`src/rtl/cdb_arbiter_if.sv`:
```
// CDB arbiter bus bundle: producer offers/readies plus the registered CDB broadcast.
// master = producers/ROB side, slave = arbiter side.
interface cdb_arbiter_if #(
    parameter int TAG_W   = 5,
    parameter int DATA_W  = 32,
    parameter int RSNUM_W = 3
);
    logic               alu_valid;
    logic [TAG_W-1:0]   alu_tag;
    logic [DATA_W-1:0]  alu_data;
    logic [RSNUM_W-1:0] alu_rsnum;
    logic               alu_ready;

    logic               ls_valid;
    logic [TAG_W-1:0]   ls_tag;
    logic [DATA_W-1:0]  ls_data;
    logic               ls_ready;

    logic               cdb_valid;
    logic               cdb_src;
    logic [TAG_W-1:0]   cdb_tag;
    logic [DATA_W-1:0]  cdb_data;
    logic [RSNUM_W-1:0] cdb_rsnum;

    modport master (
        output alu_valid, alu_tag, alu_data, alu_rsnum,
        output ls_valid, ls_tag, ls_data,
        input  alu_ready, ls_ready,
        input  cdb_valid, cdb_src, cdb_tag, cdb_data, cdb_rsnum
    );

    modport slave (
        input  alu_valid, alu_tag, alu_data, alu_rsnum,
        input  ls_valid, ls_tag, ls_data,
        output alu_ready, ls_ready,
        output cdb_valid, cdb_src, cdb_tag, cdb_data, cdb_rsnum
    );
endinterface

```
`src/rtl/cdb_arbiter.sv`:
```
// CDB arbiter: per-source result queues (ALU, LS) granting one head per cycle; CDB_RR_EN selects round-robin, else ALU-first.
// Latency: push at edge N into an empty queue, uncontested, is broadcast after edge N+1 for one cycle (no bypass).
// Backpressure: *_ready = queue not full && !flush, taken before the same-cycle pop; flush drops everything queued.
module cdb_arbiter #(
    parameter int TAG_W   = 5,
    parameter int DATA_W  = 32,
    parameter int RSNUM_W = 3,
    parameter int QDEPTH  = 2
) (
    input  logic           clk,
    input  logic           rst,
    input  logic           flush,
    cdb_arbiter_if.slave   bus
);
    localparam int PTR_W = $clog2(QDEPTH);
    localparam int CNT_W = PTR_W + 1;

    if (QDEPTH < 2 || (QDEPTH & (QDEPTH - 1)) != 0) begin : g_bad_depth
        $error("cdb_arbiter: QDEPTH must be a power of two and at least 2");
    end

    // Both queues share one entry layout; LS entries carry rsnum 0 so the
    // broadcast path needs no per-source zeroing.
    typedef struct packed {
        logic [TAG_W-1:0]   tag;
        logic [DATA_W-1:0]  dat;
        logic [RSNUM_W-1:0] rsnum;
    } ent_t;

    ent_t       w_in   [2];
    ent_t       w_head [2];
    ent_t       w_sel_head;
    logic [1:0] w_vld;
    logic [1:0] w_rdy;
    logic [1:0] w_wr;
    logic [1:0] w_rd;
    logic [1:0] w_ne;
    logic       w_grant;
    logic       w_grant_ls;

    assign w_in[0] = '{tag: bus.alu_tag, dat: bus.alu_data, rsnum: bus.alu_rsnum};
    assign w_in[1] = '{tag: bus.ls_tag,  dat: bus.ls_data,  rsnum: '0};
    assign w_vld   = {bus.ls_valid, bus.alu_valid};

    for (genvar s = 0; s < 2; s++) begin : g_q
        ent_t             r_mem [QDEPTH];
        logic [PTR_W-1:0] r_wr_ptr;
        logic [PTR_W-1:0] r_rd_ptr;
        logic [CNT_W-1:0] r_cnt;

        assign w_rdy[s]  = rst && !flush && (r_cnt < CNT_W'(QDEPTH));
        // A free-tag offer is handshaken but never stored.
        assign w_wr[s]   = w_vld[s] && w_rdy[s] && (w_in[s].tag != '0);
        assign w_ne[s]   = (r_cnt != '0);
        assign w_head[s] = r_mem[r_rd_ptr];

        always_ff @(posedge clk) begin
            if (!rst) begin
                r_wr_ptr <= '0;
                r_rd_ptr <= '0;
                r_cnt    <= '0;
            end else if (flush) begin
                r_wr_ptr <= '0;
                r_rd_ptr <= '0;
                r_cnt    <= '0;
            end else begin
                if (w_wr[s]) begin
                    r_wr_ptr <= r_wr_ptr + PTR_W'(1);
                end
                if (w_rd[s]) begin
                    r_rd_ptr <= r_rd_ptr + PTR_W'(1);
                end
                r_cnt <= r_cnt + CNT_W'(w_wr[s]) - CNT_W'(w_rd[s]);
            end
        end

        always_ff @(posedge clk) begin
            if (w_wr[s]) begin
                r_mem[r_wr_ptr] <= w_in[s];
            end
        end
    end

`ifdef CDB_RR_EN
    logic r_last_grant;

    // On a contest, serve the source that did not win last time.
    assign w_grant_ls = w_ne[1] && (!w_ne[0] || !r_last_grant);

    always_ff @(posedge clk) begin
        if (!rst) begin
            r_last_grant <= 1'b1;
        end else if (flush) begin
            r_last_grant <= 1'b1;
        end else if (w_grant) begin
            r_last_grant <= w_grant_ls;
        end
    end
`else
    assign w_grant_ls = w_ne[1] && !w_ne[0];
`endif

    assign w_grant    = !flush && (w_ne[0] || w_ne[1]);
    assign w_rd[0]    = w_grant && !w_grant_ls;
    assign w_rd[1]    = w_grant && w_grant_ls;
    assign w_sel_head = w_head[w_grant_ls];

    logic               r_cdb_vld;
    logic               r_cdb_src;
    logic [TAG_W-1:0]   r_cdb_tag;
    logic [DATA_W-1:0]  r_cdb_dat;
    logic [RSNUM_W-1:0] r_cdb_rsnum;

    always_ff @(posedge clk) begin
        if (!rst || !w_grant) begin
            r_cdb_vld   <= 1'b0;
            r_cdb_src   <= 1'b0;
            r_cdb_tag   <= '0;
            r_cdb_dat   <= '0;
            r_cdb_rsnum <= '0;
        end else begin
            r_cdb_vld   <= 1'b1;
            r_cdb_src   <= w_grant_ls;
            r_cdb_tag   <= w_sel_head.tag;
            r_cdb_dat   <= w_sel_head.dat;
            r_cdb_rsnum <= w_sel_head.rsnum;
        end
    end

    assign bus.alu_ready = w_rdy[0];
    assign bus.ls_ready  = w_rdy[1];
    assign bus.cdb_valid = r_cdb_vld;
    assign bus.cdb_src   = r_cdb_src;
    assign bus.cdb_tag   = r_cdb_tag;
    assign bus.cdb_data  = r_cdb_dat;
    assign bus.cdb_rsnum = r_cdb_rsnum;
endmodule

```
`src/flat_wrapper.sv`:
```
// flat-port wrapper written by rule: the top's interface ports become plain ports
module cdb_arbiter_flat 
#(
    parameter int TAG_W   = 5,
    parameter int DATA_W  = 32,
    parameter int RSNUM_W = 3,
    parameter int QDEPTH  = 2
)
  (clk, rst, flush, bus_alu_valid, bus_alu_tag, bus_alu_data, bus_alu_rsnum, bus_ls_valid, bus_ls_tag, bus_ls_data, bus_alu_ready, bus_ls_ready, bus_cdb_valid, bus_cdb_src, bus_cdb_tag, bus_cdb_data, bus_cdb_rsnum);
  cdb_arbiter_if #(.TAG_W(TAG_W), .DATA_W(DATA_W), .RSNUM_W(RSNUM_W)) bus_i ();
  input  logic clk;
  input  logic rst;
  input  logic flush;
  input wire logic [$bits(bus_i.alu_valid)-1:0] bus_alu_valid;
  input wire logic [$bits(bus_i.alu_tag)-1:0] bus_alu_tag;
  input wire logic [$bits(bus_i.alu_data)-1:0] bus_alu_data;
  input wire logic [$bits(bus_i.alu_rsnum)-1:0] bus_alu_rsnum;
  input wire logic [$bits(bus_i.ls_valid)-1:0] bus_ls_valid;
  input wire logic [$bits(bus_i.ls_tag)-1:0] bus_ls_tag;
  input wire logic [$bits(bus_i.ls_data)-1:0] bus_ls_data;
  output wire logic [$bits(bus_i.alu_ready)-1:0] bus_alu_ready;
  output wire logic [$bits(bus_i.ls_ready)-1:0] bus_ls_ready;
  output wire logic [$bits(bus_i.cdb_valid)-1:0] bus_cdb_valid;
  output wire logic [$bits(bus_i.cdb_src)-1:0] bus_cdb_src;
  output wire logic [$bits(bus_i.cdb_tag)-1:0] bus_cdb_tag;
  output wire logic [$bits(bus_i.cdb_data)-1:0] bus_cdb_data;
  output wire logic [$bits(bus_i.cdb_rsnum)-1:0] bus_cdb_rsnum;
  assign bus_i.alu_valid = bus_alu_valid;
  assign bus_i.alu_tag = bus_alu_tag;
  assign bus_i.alu_data = bus_alu_data;
  assign bus_i.alu_rsnum = bus_alu_rsnum;
  assign bus_i.ls_valid = bus_ls_valid;
  assign bus_i.ls_tag = bus_ls_tag;
  assign bus_i.ls_data = bus_ls_data;
  assign bus_alu_ready = bus_i.alu_ready;
  assign bus_ls_ready = bus_i.ls_ready;
  assign bus_cdb_valid = bus_i.cdb_valid;
  assign bus_cdb_src = bus_i.cdb_src;
  assign bus_cdb_tag = bus_i.cdb_tag;
  assign bus_cdb_data = bus_i.cdb_data;
  assign bus_cdb_rsnum = bus_i.cdb_rsnum;
  cdb_arbiter #(.TAG_W(TAG_W), .DATA_W(DATA_W), .RSNUM_W(RSNUM_W), .QDEPTH(QDEPTH)) u_core (.clk(clk), .rst(rst), .flush(flush), .bus(bus_i));
endmodule
```
`config.mk`:
```
export PLATFORM = sky130hd
export DESIGN_NAME = cdb_arbiter_flat
export DESIGN_NICKNAME = d
export VERILOG_FILES = /design/src/rtl/cdb_arbiter_if.sv /design/src/rtl/cdb_arbiter.sv /design/src/flat_wrapper.sv
export SDC_FILE = /design/constraint.sdc
export NUM_CORES = 1
export LEC_CHECK = 0
export ABC_AREA = 1
export BUFFER_PORTS_ARGS = -buffer_cell sky130_fd_sc_hd__buf_4
export CAP_MARGIN = 20
export CORE_ASPECT_RATIO = 0.7
export CORE_MARGIN = 2
export CORE_UTILIZATION = 40
export CTS_CLUSTER_DIAMETER = 200
export DETAILED_ROUTE_END_ITERATION = 10
export PLACE_DENSITY_LB_ADDON = 0.15
export SLEW_MARGIN = 20
export SYNTH_ARGS = -nofsm -noshare
export SYNTH_HDL_FRONTEND = slang
export SYNTH_SLANG_ARGS = --single-unit
```
`constraint.sdc`:
```
create_clock -name clk -period 3.13 [get_ports clk]
set_input_delay 0.626 -clock clk [delete_from_list [all_inputs] [get_ports clk]]
set_output_delay 0.626 -clock clk [all_outputs]
set_load 0.05 [all_outputs]
```
==> results.yml <==
power:
  powerDensity_nw_per_um2: 626.9
  peakVddDrop_mv: 0.3728
  leakagePower_nw: 3.483
grt:
  grt_max_degree: 42
  grt_pass1_wl_mm: 23.36
  antenna_found_initial: 0
  grt_pass1_vias: 4290
  grt_usage_pct: 16.27
  met3_usage_pct: 3.977
  grt_busiest_layer: "met2"
  met1_usage_pct: 22.56
  grt-ovfl-total: 0
  met2_usage_pct: 26.22
hold_path:
  hold_class: "input pin to register"
synthesis:
  synth_nets: 582
  yosysSeqAreaShare_pct: 78.14
  syn-cell-area_sq_um: 7251
  synth-seq-cells: 206
  syn_avg_cell_area_sq_um: 14.62
  synthesis.instances: 496
  yosys_warnings: 0
  yosysUniqueCellTypes: 23
floorplan:
  io_pins: 126
  die-width_microns: 164.9
  rows: 41
  core-area_sq_um: 17900
  initial_core_util_pct: 40.50
  die_area_sq_um: 19240
  die_h_microns: 116.6
status:
  status: "finished clean"
clock_network:
  cts_root_buf: "clkbuf_16"
  clock-sinks: 206
  path_clk_slew_ps: 60
  cts.path.max_buffers: 3
  cts_setup_buffers: 0
  numCtsBuffers: 21
  cts_tree: "yes"
  cts_hold_buf: 0
  cts_htree_levels: 1
  cts_resized: 0
  clock_latency_ps: 490
sta:
  setup_viol: 0
  rsz0062_at_grt: "false"
  slew_viol_final: 0
  fin_skew_ps: 14.25
  period_share_pct: 65.38
  hold_viol_final: 0
  slew_headroom_pct: 35.25
  finalSetupTns_ps: 0
  period_needed_ps: 2046
  tightest_slew_ps: 967.8
  hold_slack_ps: 316.2
  fmax_mhz: 488.7
cells_and_area:
  fin_util_pct: 51.03
  drive_above_1_share_pct: 35.77
  area_delta_synth_final_pct: 26.01
  final_nets: 715
placement:
  io_buffer_count: 125
  place_congestion: 0.7985
  dp.final_hpwl_mm: 9.647
worst_setup_path:
  critical_path_class: "register to register"
  critPathLaunchType: "register"
  crit_required_ps: 3450
  worstPathArrival_ps: 2360
  cp_max_fo: 38
  setup.worst_path.end_class: "register"
route:
  drt-pass1-iter-count: 4
  vias: 4305
  drt-initial-drc-count: 341
  viasPerCell: 4.892
  wire_per_inst_microns: 17.72
  ant_nets: 0
  drc: 0
  wl_mm: 15.59
flow_run:
  drv_cap: 0
==> cell usage in the layout, fill, tap and decap left out <==
master,instances
a21oi_1,10
buf_12,1
buf_4,132
bufinv_16,3
clkbuf_1,5
clkbuf_16,21
clkinv_1,3
clkinv_2,5
dfxtp_1,50
dfxtp_2,2
diode_2,1
edfxtp_1,154
ha_1,4
inv_1,15
inv_2,4
inv_6,1
nand2_1,12
nand2_2,3
nand3_1,4
nand3b_1,2
nor2_1,17
nor2_4,3
nor3b_1,2
o21ai_0,76
o21ai_1,1
o22ai_1,37
or2_1,19
or2_2,55
xor2_1,2
==> power by group <==
part / total, mW / switching (mW) / internal (mW) / leakage (nW)
clock network: 2.46 / 0.981 / 1.48 / 0.334
logic: 0.266 / 0.145 / 0.121 / 1.33
registers: 3.00 / 0.0157 / 2.98 / 1.82
total: 5.73 / 1.14 / 4.59 / 3.48
==> Yosys cell counts, drive strengths merged <==
| cell | count | area [sq um] |
|---|---|---|
| nand3 | 4 | 20.02 |
| o22ai | 37 | 231.5 |
| nor2 | 20 | 82.58 |
| a21oi | 10 | 50.05 |
| edfxtp | 154 | 4624 |
| clkbuf | 15 | 62.56 |
| xor2 | 2 | 17.52 |
| buf | 8 | 58.80 |
| dfxtp | 52 | 1041 |
| or2 | 74 | 462.9 |
| inv | 20 | 75.07 |
| o21ai | 77 | 385.4 |
| nand3b | 2 | 15.01 |
| nor3b | 2 | 15.01 |
| nand2 | 15 | 58.81 |
| ha | 4 | 50.05 |
==> registers in the layout (all words and copies together), names as in the netlist, named ones only <==
signal                count
u_core.bus.cdb_src        1
u_core.bus.cdb_rsnum      3
u_core.g_q.r_rd_ptr       2
u_core.g_q.r_wr_ptr       2
u_core.g_q.r_cnt          4
u_core.bus.cdb_valid      1
u_core.bus.cdb_tag        5
u_core.bus.cdb_data      32
u_core.g_q.r_mem        154
==> final cells by class <==
| type | count | area (sq um) |
|---|---|---|
| fill | 1531 | 8767 |
| timing repair buffer | 133 | 1011 |
| clock buffer | 26 | 544.3 |
| multi-input combinational | 247 | 1409 |
| clock inverter | 11 | 131.4 |
| sequential | 206 | 5668 |
| inverter | 20 | 75.07 |
| antenna | 1 | 2.502 |
| tap | 236 | 295.3 |
==> critical path, cell delays in order (launching register included) <==
cell     delay, ps
dfxtp_2        750
inv_1          400
buf_4          340
o21ai_0        240
o22ai_1        110
==> cells by family after synthesis <==
| logic type | synth area share (%) |
|---|---|
| flops | 78.14 |
| xor+xnor | 0.2416 |
| buf+inv | 2.709 |
| compound gates | 9.197 |
| fa+ha+maj | 0.6903 |
| simple gates | 9.025 |
==> routing by layer <==
metal	vias to the layer above	part of all wire, %
met4	0	1.8
li1	2068	-
met5	-	0
met2	132	45
met3	24	6.2
met1	2081	46
==> final timing paths <==
path | from | to | slack (ps) | depth (start not counted)
setup / recovery | register | u_core.bus.cdb_data[17] | 1080 | 4
setup reg to reg | register | u_core.bus.cdb_data[17] | 1080 | 4
hold / removal | bus_ls_data[18] | u_core.g_q[1].r_mem[1][18] | 320 | 1
hold reg to reg | u_core.g_q[0].r_rd_ptr | register | 450 | 1
==> through the flow <==
| step | setup WS [ps] | instance area (sq um) | cells | power (mW) |
|---|---|---|---|---|
| floorplan | 16.39 | 7251 | 496 | 3.174 |
| global placement | 902.0 | 8458 | 842 | 3.317 |
| detailed placement | 822.9 | 8458 | 842 | 3.325 |
| CTS | 995.2 | 9134 | 879 | 5.789 |
| global route | 853.6 | 9134 | 879 | 5.930 |
| finish | 1084 | 9136 | 880 | 5.727 |
(Power assumes the default switching activity.)
